`config.mk`:
```
export PLATFORM = sky130hd
export DESIGN_NAME = seq_unsigned_divider64_32_flat
export DESIGN_NICKNAME = d
export VERILOG_FILES = /design/src/rtl/seq_unsigned_divider64_32_if.sv /design/src/rtl/seq_unsigned_divider64_32.sv /design/src/flat_wrapper.sv
export SDC_FILE = /design/constraint.sdc
export NUM_CORES = 1
export LEC_CHECK = 0
export CORE_MARGIN = 2
export CORE_UTILIZATION = 30
export DETAILED_ROUTE_END_ITERATION = 6
export HOLD_SLACK_MARGIN = 0.08
export SYNTH_ARGS = -nofsm -noshare
export SYNTH_HDL_FRONTEND = slang
export SYNTH_SLANG_ARGS = --single-unit
```
`constraint.sdc`:
```
create_clock -name clk -period 2.8 [get_ports clk]
set_clock_uncertainty 0.05 [all_clocks]
set_input_delay 0.56 -clock clk [delete_from_list [all_inputs] [get_ports clk]]
set_output_delay 0.56 -clock clk [all_outputs]
set_load 0.005 [all_outputs]
```
`src/rtl/seq_unsigned_divider64_32_if.sv`:
```
// Start/result handshake bundle for the sequential unsigned divider.
// The bench drives the master side and the divider implements the slave side.
interface seq_unsigned_divider64_32_if #(
  parameter int DIVIDEND_W = 64,
  parameter int DIVISOR_W  = 32
);
  logic                  start_valid;
  logic                  start_ready;
  logic [DIVIDEND_W-1:0] dividend;
  logic [DIVISOR_W-1:0]  divisor;
  logic                  result_valid;
  logic                  result_ready;
  logic [DIVIDEND_W-1:0] quotient;
  logic [DIVISOR_W-1:0]  remainder;
  logic                  div_by_zero;
  logic                  busy;

  modport master (
    output start_valid, dividend, divisor, result_ready,
    input  start_ready, result_valid, quotient, remainder, div_by_zero, busy
  );

  modport slave (
    input  start_valid, dividend, divisor, result_ready,
    output start_ready, result_valid, quotient, remainder, div_by_zero, busy
  );
endinterface

```
`src/rtl/seq_unsigned_divider64_32.sv`:
```
// Iterative restoring unsigned divider: one quotient bit per clock from a single
// (DIVISOR_W+1)-bit subtractor, with valid/ready start and result handshakes.
module seq_unsigned_divider64_32 #(
  parameter int DIVIDEND_W = 64,
  parameter int DIVISOR_W  = 32
) (
  input  logic                        clk,
  input  logic                        rst_n,
  seq_unsigned_divider64_32_if.slave  div_if
);

  localparam int CNT_W = $clog2(DIVIDEND_W + 1);

  typedef enum logic [1:0] {IDLE, CALC, DONE} state_t;

  state_t                r_state;
  state_t                w_state_nxt;
  logic [DIVIDEND_W-1:0] r_shift;
  logic [DIVISOR_W-1:0]  r_rem;
  logic [DIVISOR_W-1:0]  r_dvsr;
  logic [CNT_W-1:0]      r_cnt;
  logic                  r_dbz;

  logic                  w_accept;
  logic                  w_start_ready;
  logic                  w_result_valid;
  logic                  w_busy;
  logic [DIVISOR_W:0]    w_shifted;
  logic [DIVISOR_W:0]    w_trial;
  logic                  w_borrow;

  // Partial remainder is always below the divisor, so the top bit of the
  // (DIVISOR_W+1)-bit difference is exactly the borrow.
  assign w_shifted = {r_rem, r_shift[DIVIDEND_W-1]};
  assign w_trial   = w_shifted - {1'b0, r_dvsr};
  assign w_borrow  = w_trial[DIVISOR_W];
  assign w_accept  = (r_state == IDLE) && div_if.start_valid;

  always_ff @(posedge clk) begin
    if (!rst_n) begin
      r_state <= IDLE;
    end else begin
      r_state <= w_state_nxt;
    end
  end

  always_comb begin
    w_state_nxt    = r_state;
    w_start_ready  = 1'b0;
    w_result_valid = 1'b0;
    w_busy         = 1'b0;
    case (r_state)
      IDLE: begin
        w_start_ready = 1'b1;
        if (div_if.start_valid) begin
          w_state_nxt = (div_if.divisor == '0) ? DONE : CALC;
        end
      end
      CALC: begin
        w_busy = 1'b1;
        if (r_cnt == CNT_W'(1)) begin
          w_state_nxt = DONE;
        end
      end
      DONE: begin
        w_busy         = 1'b1;
        w_result_valid = 1'b1;
        if (div_if.result_ready) begin
          w_state_nxt = IDLE;
        end
      end
      default: w_state_nxt = IDLE;
    endcase
  end

  // Divide-by-zero skips iteration and loads the flagged result directly.
  always_ff @(posedge clk) begin
    if (!rst_n) begin
      r_shift <= '0;
      r_rem   <= '0;
      r_dvsr  <= '0;
      r_cnt   <= '0;
      r_dbz   <= 1'b0;
    end else begin
      case (r_state)
        IDLE: begin
          if (w_accept) begin
            r_dvsr <= div_if.divisor;
            r_cnt  <= CNT_W'(DIVIDEND_W);
            if (div_if.divisor == '0) begin
              r_shift <= '1;
              r_rem   <= div_if.dividend[DIVISOR_W-1:0];
              r_dbz   <= 1'b1;
            end else begin
              r_shift <= div_if.dividend;
              r_rem   <= '0;
              r_dbz   <= 1'b0;
            end
          end
        end
        CALC: begin
          r_shift <= {r_shift[DIVIDEND_W-2:0], ~w_borrow};
          r_rem   <= w_borrow ? w_shifted[DIVISOR_W-1:0] : w_trial[DIVISOR_W-1:0];
          r_cnt   <= r_cnt - CNT_W'(1);
        end
        default: ;
      endcase
    end
  end

  assign div_if.start_ready  = w_start_ready;
  assign div_if.result_valid = w_result_valid;
  assign div_if.busy         = w_busy;
  assign div_if.quotient     = r_shift;
  assign div_if.remainder    = r_rem;
  assign div_if.div_by_zero  = r_dbz;

endmodule

```
`src/flat_wrapper.sv`:
```
// flat-port wrapper written by rule: the top's interface ports become plain ports
module seq_unsigned_divider64_32_flat 
#(
  parameter int DIVIDEND_W = 64,
  parameter int DIVISOR_W  = 32
)
  (clk, rst_n, div_if_start_valid, div_if_dividend, div_if_divisor, div_if_result_ready, div_if_start_ready, div_if_result_valid, div_if_quotient, div_if_remainder, div_if_div_by_zero, div_if_busy);
  seq_unsigned_divider64_32_if #(.DIVIDEND_W(DIVIDEND_W), .DIVISOR_W(DIVISOR_W)) div_if_i ();
  input  logic clk;
  input  logic rst_n;
  input wire logic [$bits(div_if_i.start_valid)-1:0] div_if_start_valid;
  input wire logic [$bits(div_if_i.dividend)-1:0] div_if_dividend;
  input wire logic [$bits(div_if_i.divisor)-1:0] div_if_divisor;
  input wire logic [$bits(div_if_i.result_ready)-1:0] div_if_result_ready;
  output wire logic [$bits(div_if_i.start_ready)-1:0] div_if_start_ready;
  output wire logic [$bits(div_if_i.result_valid)-1:0] div_if_result_valid;
  output wire logic [$bits(div_if_i.quotient)-1:0] div_if_quotient;
  output wire logic [$bits(div_if_i.remainder)-1:0] div_if_remainder;
  output wire logic [$bits(div_if_i.div_by_zero)-1:0] div_if_div_by_zero;
  output wire logic [$bits(div_if_i.busy)-1:0] div_if_busy;
  assign div_if_i.start_valid = div_if_start_valid;
  assign div_if_i.dividend = div_if_dividend;
  assign div_if_i.divisor = div_if_divisor;
  assign div_if_i.result_ready = div_if_result_ready;
  assign div_if_start_ready = div_if_i.start_ready;
  assign div_if_result_valid = div_if_i.result_valid;
  assign div_if_quotient = div_if_i.quotient;
  assign div_if_remainder = div_if_i.remainder;
  assign div_if_div_by_zero = div_if_i.div_by_zero;
  assign div_if_busy = div_if_i.busy;
  seq_unsigned_divider64_32 #(.DIVIDEND_W(DIVIDEND_W), .DIVISOR_W(DIVISOR_W)) u_core (.clk(clk), .rst_n(rst_n), .div_if(div_if_i));
endmodule
```
# Yosys cells after proc, flatten, opt, wreduce, memory -nomap -nowiden
# Cells that the tools add are included.
dict set report classes {
  add_sub_neg 2
  eq_ne 7
  muxes 18
  n_bitwise 1
  n_reduce_logical 8
}
# op count
set op_table {}
lappend op_table {{two-way mux 64 bit} 2}
lappend op_table {{one-hot mux 64 bit (2 select lines)} 1}
lappend op_table {{two-way mux 32 bit} 3}
lappend op_table {{one-hot mux 32 bit (2 select lines)} 1}
lappend op_table {{subtractor 33 x 32 -> 33 bit} 1}
lappend op_table {{zero test 32 bit} 1}
lappend op_table {{one-hot mux 7 bit (2 select lines)} 1}
lappend op_table {{two-way mux 2 bit} 4}
lappend op_table {{equality test 7 x 1 -> 1 bit, second input constant} 1}
lappend op_table {{two-way mux 7 bit} 1}
lappend op_table {{subtractor 7 x 1 -> 7 bit, second input constant} 1}
lappend op_table {{one-hot mux 2 bit (3 select lines)} 1}
lappend op_table {{two-way mux 1 bit} 4}
lappend op_table {{!= test 2 x 1 -> 1 bit, second input constant} 2}
lappend op_table {{!= test 2 bit, second input constant} 2}
lappend op_table {{AND reduction 2 bit} 2}
lappend op_table {{AND reduction 3 bit} 1}
lappend op_table {{equality test 2 x 1 -> 1 bit, second input constant} 1}
lappend op_table {{equality test 2 bit, second input constant} 1}
lappend op_table {{zero test 2 bit} 1}
lappend op_table {{nonzero test 2 bit} 1}
lappend op_table {{OR reduction 2 bit} 1}
lappend op_table {{logical AND 1 bit} 1}
lappend op_table {{NOT 1 bit} 1}
dict set report totals {
  reg_bits 138
  in_bits 100
  out_inout_bits 100
  wordCells 42
}

# Logic depth before layout (Yosys ltp)
dict set report logic_depth {
  depth_word 4
  mapped_depth 15
  mapped_depth_nobuf 13
}

# Worst setup path before layout
# No wires, ideal clock.
dict set report synth_timing {
  path_type {register to register}
  startpoint {register u_core.r_shift[63] (netlist: u_core.div_if.quotient[63])}
  endpoint {register u_core.r_rem[23] (netlist: u_core.div_if.remainder[23])}
  setup_time_ns 0.134
  arrival_ns 2.874
  required_ns 2.616
  path_slack_ns -0.258
  path_stages_with_launch 16
  path_buffers 2
  synth_period_minus_slack_ns 3.058
  path_cell_list {dfxtp_1 inv_1 ha_1 fa_1 nand2b_1 a21o_1 a211o_1 a31oi_4 o211ai_4 o21ai_2 a21o_2 and2_4 buf_6 buf_6 mux2i_1 o22ai_1}
}
dict set report synth_between {
  elab_chain_cells 3
}
# element line
set synth_rtl {}
lappend synth_rtl {{from (decl)} seq_unsigned_divider64_32.sv:18} ;# logic [DIVIDEND_W-1:0] r_shift;
lappend synth_rtl {{from (signal assigned)} seq_unsigned_divider64_32.sv:95} ;# r_shift <= div_if.dividend;
lappend synth_rtl {{from (signal assigned)} seq_unsigned_divider64_32.sv:102} ;# r_shift <= {r_shift[DIVIDEND_W-2:0], ~w_borrow};
lappend synth_rtl {{subtractor 33 x 32 -> 33 bit} seq_unsigned_divider64_32.sv:35} ;# assign w_trial = w_shifted - {1'b0, r_dvsr};
lappend synth_rtl {{two-way mux 32 bit} seq_unsigned_divider64_32.sv:103} ;# r_rem <= w_borrow ? w_shifted[DIVISOR_W-1:0] : w_trial[DIVISOR_W-1:0];
lappend synth_rtl {{one-hot mux 32 bit (2 select lines)} seq_unsigned_divider64_32.sv:85} ;# case (r_state)
lappend synth_rtl {{to (signal assigned)} seq_unsigned_divider64_32.sv:92} ;# r_rem <= div_if.dividend[DIVISOR_W-1:0];
lappend synth_rtl {{to (signal assigned)} seq_unsigned_divider64_32.sv:103}
lappend synth_rtl {{to (decl)} seq_unsigned_divider64_32.sv:19} ;# logic [DIVISOR_W-1:0] r_rem;
# Every way passes these cells.
# A chain may end at the register's enable or synchronous reset.

# Worst setup path in the final report
dict set report layout_timing {
  startpoint {register u_core.r_shift[63] (netlist: u_core.div_if.quotient[63])}
  endpoint {register u_core.r_rem[24] (netlist: u_core.div_if.remainder[24])}
}
# The elaborated chain is that of the path after synthesis.

==> flow_summary.json <==
{
  "start_util_pct": 30.46,
  "finalMaxSlewViolations": 0,
  "crit_path_start_kind": "flip-flop",
  "hold_path.class": "reg -> reg",
  "coreArea_um2": 25040,
  "placed_area_um2": 10680,
  "netlist.area_leader.share_pct": 36.23,
  "final_cells": 1566,
  "nets": 1361,
  "required_ns": 3.11,
  "post-route-drc-count": 0,
  "clk_latency_ns": 0.45,
  "synth-seq-cells": 138,
  "p_leak_nw": 4.317,
  "synth_edf_count": 0,
  "gp_congestion": 0.8646,
  "min_period_ns": 3.021,
  "clkPwrFrac_pct": 14.1,
  "setup_viol": 33,
  "synth_warnings": 0,
  "power_w": 0.01655,
  "netlist_top_cells_area": "dfxtp_1 (36%), a21oi_1 (9.8%), nand2_1 (8.2%)",
  "h-tree-depth": 4,
  "area_delta_synth_final_pct": 51.11,
  "hold_viol_final": 0,
  "die_h_um": 163.4,
  "synth_flop_cell": "dfxtp_1",
  "failed_checks": "negative setup slack",
  "crit_fanout": 5,
  "first_pass_iters": 7,
  "fin_crit_sh_pct": 107.9,
  "setup_ws_ns": -0.2214,
  "avgViaCountPerCell": 5.223,
  "clk_pin_slew_worst_paths_ns": 0.07,
  "maxCapViolCount": 0,
  "combinationalPowerShare_pct": 67.5,
  "rsz0062_at_grt": "true",
  "syn_avg_cell_area_um2": 7.952,
  "hpwl_mm": 20.42,
  "p_sw_share_pct": 43.79,
  "synth_area_um2": 7626,
  "worstMarginPinSlew_ns": 0.6000,
  "pin_count": 200,
  "die_x_um": 163.4,
  "fill_cells": 2463,
  "ys_async_sr_fraction_pct": 0,
  "cellPowerDensity_nw_per_um2": 1436,
  "finalWirelength_mm": 27.60,
  "root_buffer": "clkbuf_16",
  "worstPathArrival_ns": 3.33,
  "synth_cell_type_count": 58,
  "clk_path_buf_depth": 2,
  "drive_gt1_share_pct": 15.61,
  "power_frac_seq_pct": 18.5,
  "place_inst": 1527,
  "num_rows": 58,
  "cts_buffers": 17,
  "routedWlPerCell_um": 17.63,
  "cts_sinks": 138,
  "grt_antenna_before_repair": 1,
  "dr_total_vias": 8179,
  "r2r_slack_ns": -0.22,
  "crit_path_end_kind": "flip-flop",
  "fp.dieArea_um2": 26710,
  "grt_first_pass_wirelength_mm": 42.69,
  "outcome": "finished, violations left",
  "yosysTopAreaCell": "dfxtp_1",
  "grt_overflow": 0,
  "syn_nets": 1097,
  "relSlewSlack_pct": 60.00,
  "internal_power_w": 0.009302,
  "seq_area_frac_synth_pct": 36.23,
  "crit_type": "reg -> reg",
  "fin_area_um2": 11520,
  "detail_route.iter0.violations": 496,
  "track_usage_pct": 20.63,
  "synth_cells": 959,
  "cts_tree": "done",
  "final_antenna_net_count": 0,
  "diodes": 0,
  "switchingPower_w": 0.007248,
  "portBuffers": 199,
  "ir_drop_v": 0.0007314,
  "grt_pass1_vias": 7901,
  "grt_max_degree": 50,
  "fmax_mhz": 331.0
}
==> path summary, 6_finish.rpt <==
kind | from | to | cells after the start
max | u_core.div_if.quotient[63] | u_core.div_if.remainder[24] | 15
min | u_core.r_dvsr[20] | u_core.r_dvsr[20] | 2
max reg2reg | u_core.div_if.quotient[63] | u_core.div_if.remainder[24] | 15
min reg2reg | u_core.r_dvsr[20] | u_core.r_dvsr[20] | 2
==> registers in the layout, summed over array words and instances (netlist names) <==
register and flops:
u_core.div_if.quotient 64, u_core.r_cnt 7, u_core.r_dvsr 32, u_core.r_state 2, u_core.div_if.div_by_zero 1, u_core.div_if.remainder 32
==> cell usage after synthesis (2+ instances only) <==
master	n
or3_1	3
or2_2	2
dfxtp_1	138
nor2_1	35
a21oi_1	150
nand2_1	166
a211o_1	2
buf_6	3
a211oi_1	9
o41ai_1	2
nand3_1	15
o21a_1	6
clkbuf_1	65
a211oi_2	3
xnor2_1	24
o22ai_1	20
a21o_1	10
o221ai_1	63
nand2b_1	8
nand4_1	6
and3_1	6
mux2i_1	19
a31oi_1	7
nor4_1	10
a22oi_1	17
o21bai_1	2
o21ai_0	31
inv_1	44
nor2b_1	2
nor3_1	11
o211ai_1	6
xor2_1	8
ha_1	37
and2_1	5
==> critical path, stage by stage (launching register included) <==
cell	delay, ns
dfxtp_2	0.33
inv_2	0.04
ha_4	0.15
fa_2	0.34
nand2b_4	0.15
a21o_1	0.17
a211o_1	0.31
a31oi_4	0.20
o211ai_4	0.10
o21ai_2	0.16
a21o_2	0.16
and2_4	0.21
buf_4	0.14
buf_12	0.11
nand4_1	0.09
a31oi_1	0.22
==> cells by family (layout without fill, tap and decap cells) <==
logic type	Yosys count	in the layout	synth area share [%]
XOR/XNOR	32	32	3.675
flip-flops	138	138	36.23
multiplexers	19	19	2.494
AO/OA/AOI/OAI	342	342	29.34
adder cells (fa/ha/maj)	38	38	6.333
buffers and inverters	114	391	6.120
AND/OR/NAND/NOR	276	276	15.82
==> metal layers <==
metal / up-vias / track usage [%] / wire length (um) / share of wire [%]
li1: 4004 / - / - / -
met1: 3871 / 25.69 / 11820 / 43
met2: 259 / 34.16 / 13020 / 47
met3: 43 / 5.333 / 2041 / 7.4
met4: 2 / 7.844 / 709 / 2.6
met5: - / 0 / 13 / 0.047
==> power groups by stage <==
stage	logic (W)	clock network, W	registers, W
global route	0.0121	0.00244	0.00314
finish	0.0112	0.00233	0.00306
global placement	0.0100	0	0.00309
CTS	0.0110	0.00238	0.00306
floorplan	0.00626	0	0.00305
detailed placement	0.0101	0	0.00309
==> metrics by stage <==
| stage | setup TNS [ns] | hold slack (ns) | setup WS, ns | utilization (%) |
|---|---|---|---|---|
| 4_1_cts | -4.037 | 0.4068 | -0.1829 | 45.92 |
| 5_1_grt | -8.324 | 0.4209 | -0.3185 | 46.03 |
| 3_3_place_gp | -1.777 | 0.3942 | -0.09848 | 42.67 |
| 2_1_floorplan | -1.771 | 0.3863 | -0.09901 | - |
| 6_report | -4.542 | 0.4051 | -0.2214 | 46.03 |
| 3_5_place_dp | -3.301 | 0.3968 | -0.1767 | 42.67 |
==> timing repair <==
action                     in CTS  in global routing
setup buffers                   6                  1
hold buffers                    0                  0
pin swaps                      18                  2
cloned                          1                  0
resized for setup              24                 10
setup endpoints to repair      33                 33
==> cell type report <==
cell class,count,area (um2),area share (%)
well taps,330,412.9,3.583
clock inverters,15,201.4,1.748
repair buffers,315,2965,25.73
flip-flops and latches,138,2764,23.98
inverters,44,166.4,1.444
clock buffers,17,425.4,3.692
multi-input cells,707,4588,39.82
==> cells in the final DEF (no fill, tap or decap), types with 7 or more instances in the layout <==
cell type / synthesis / final
a31oi_1: 7 / 7
buf_4: 0 / 105
a22oi_1: 17 / 17
nand2_1: 166 / 162
mux2i_1: 19 / 16
nand2b_1: 8 / 7
nor4_1: 10 / 10
a21oi_1: 150 / 149
a211oi_1: 9 / 7
dfxtp_1: 138 / 137
xnor2_1: 24 / 24
ha_1: 37 / 36
xor2_1: 8 / 8
o22ai_1: 20 / 19
nor2_1: 35 / 34
clkbuf_16: 0 / 17
clkinv_8: 0 / 8
inv_1: 44 / 41
buf_12: 1 / 7
nand3_1: 15 / 10
o221ai_1: 63 / 63
nor3_1: 11 / 10
clkdlybuf4s50_1: 0 / 199
a21o_1: 10 / 10
o21ai_0: 31 / 27
Power figures use the tool's default switching activity.
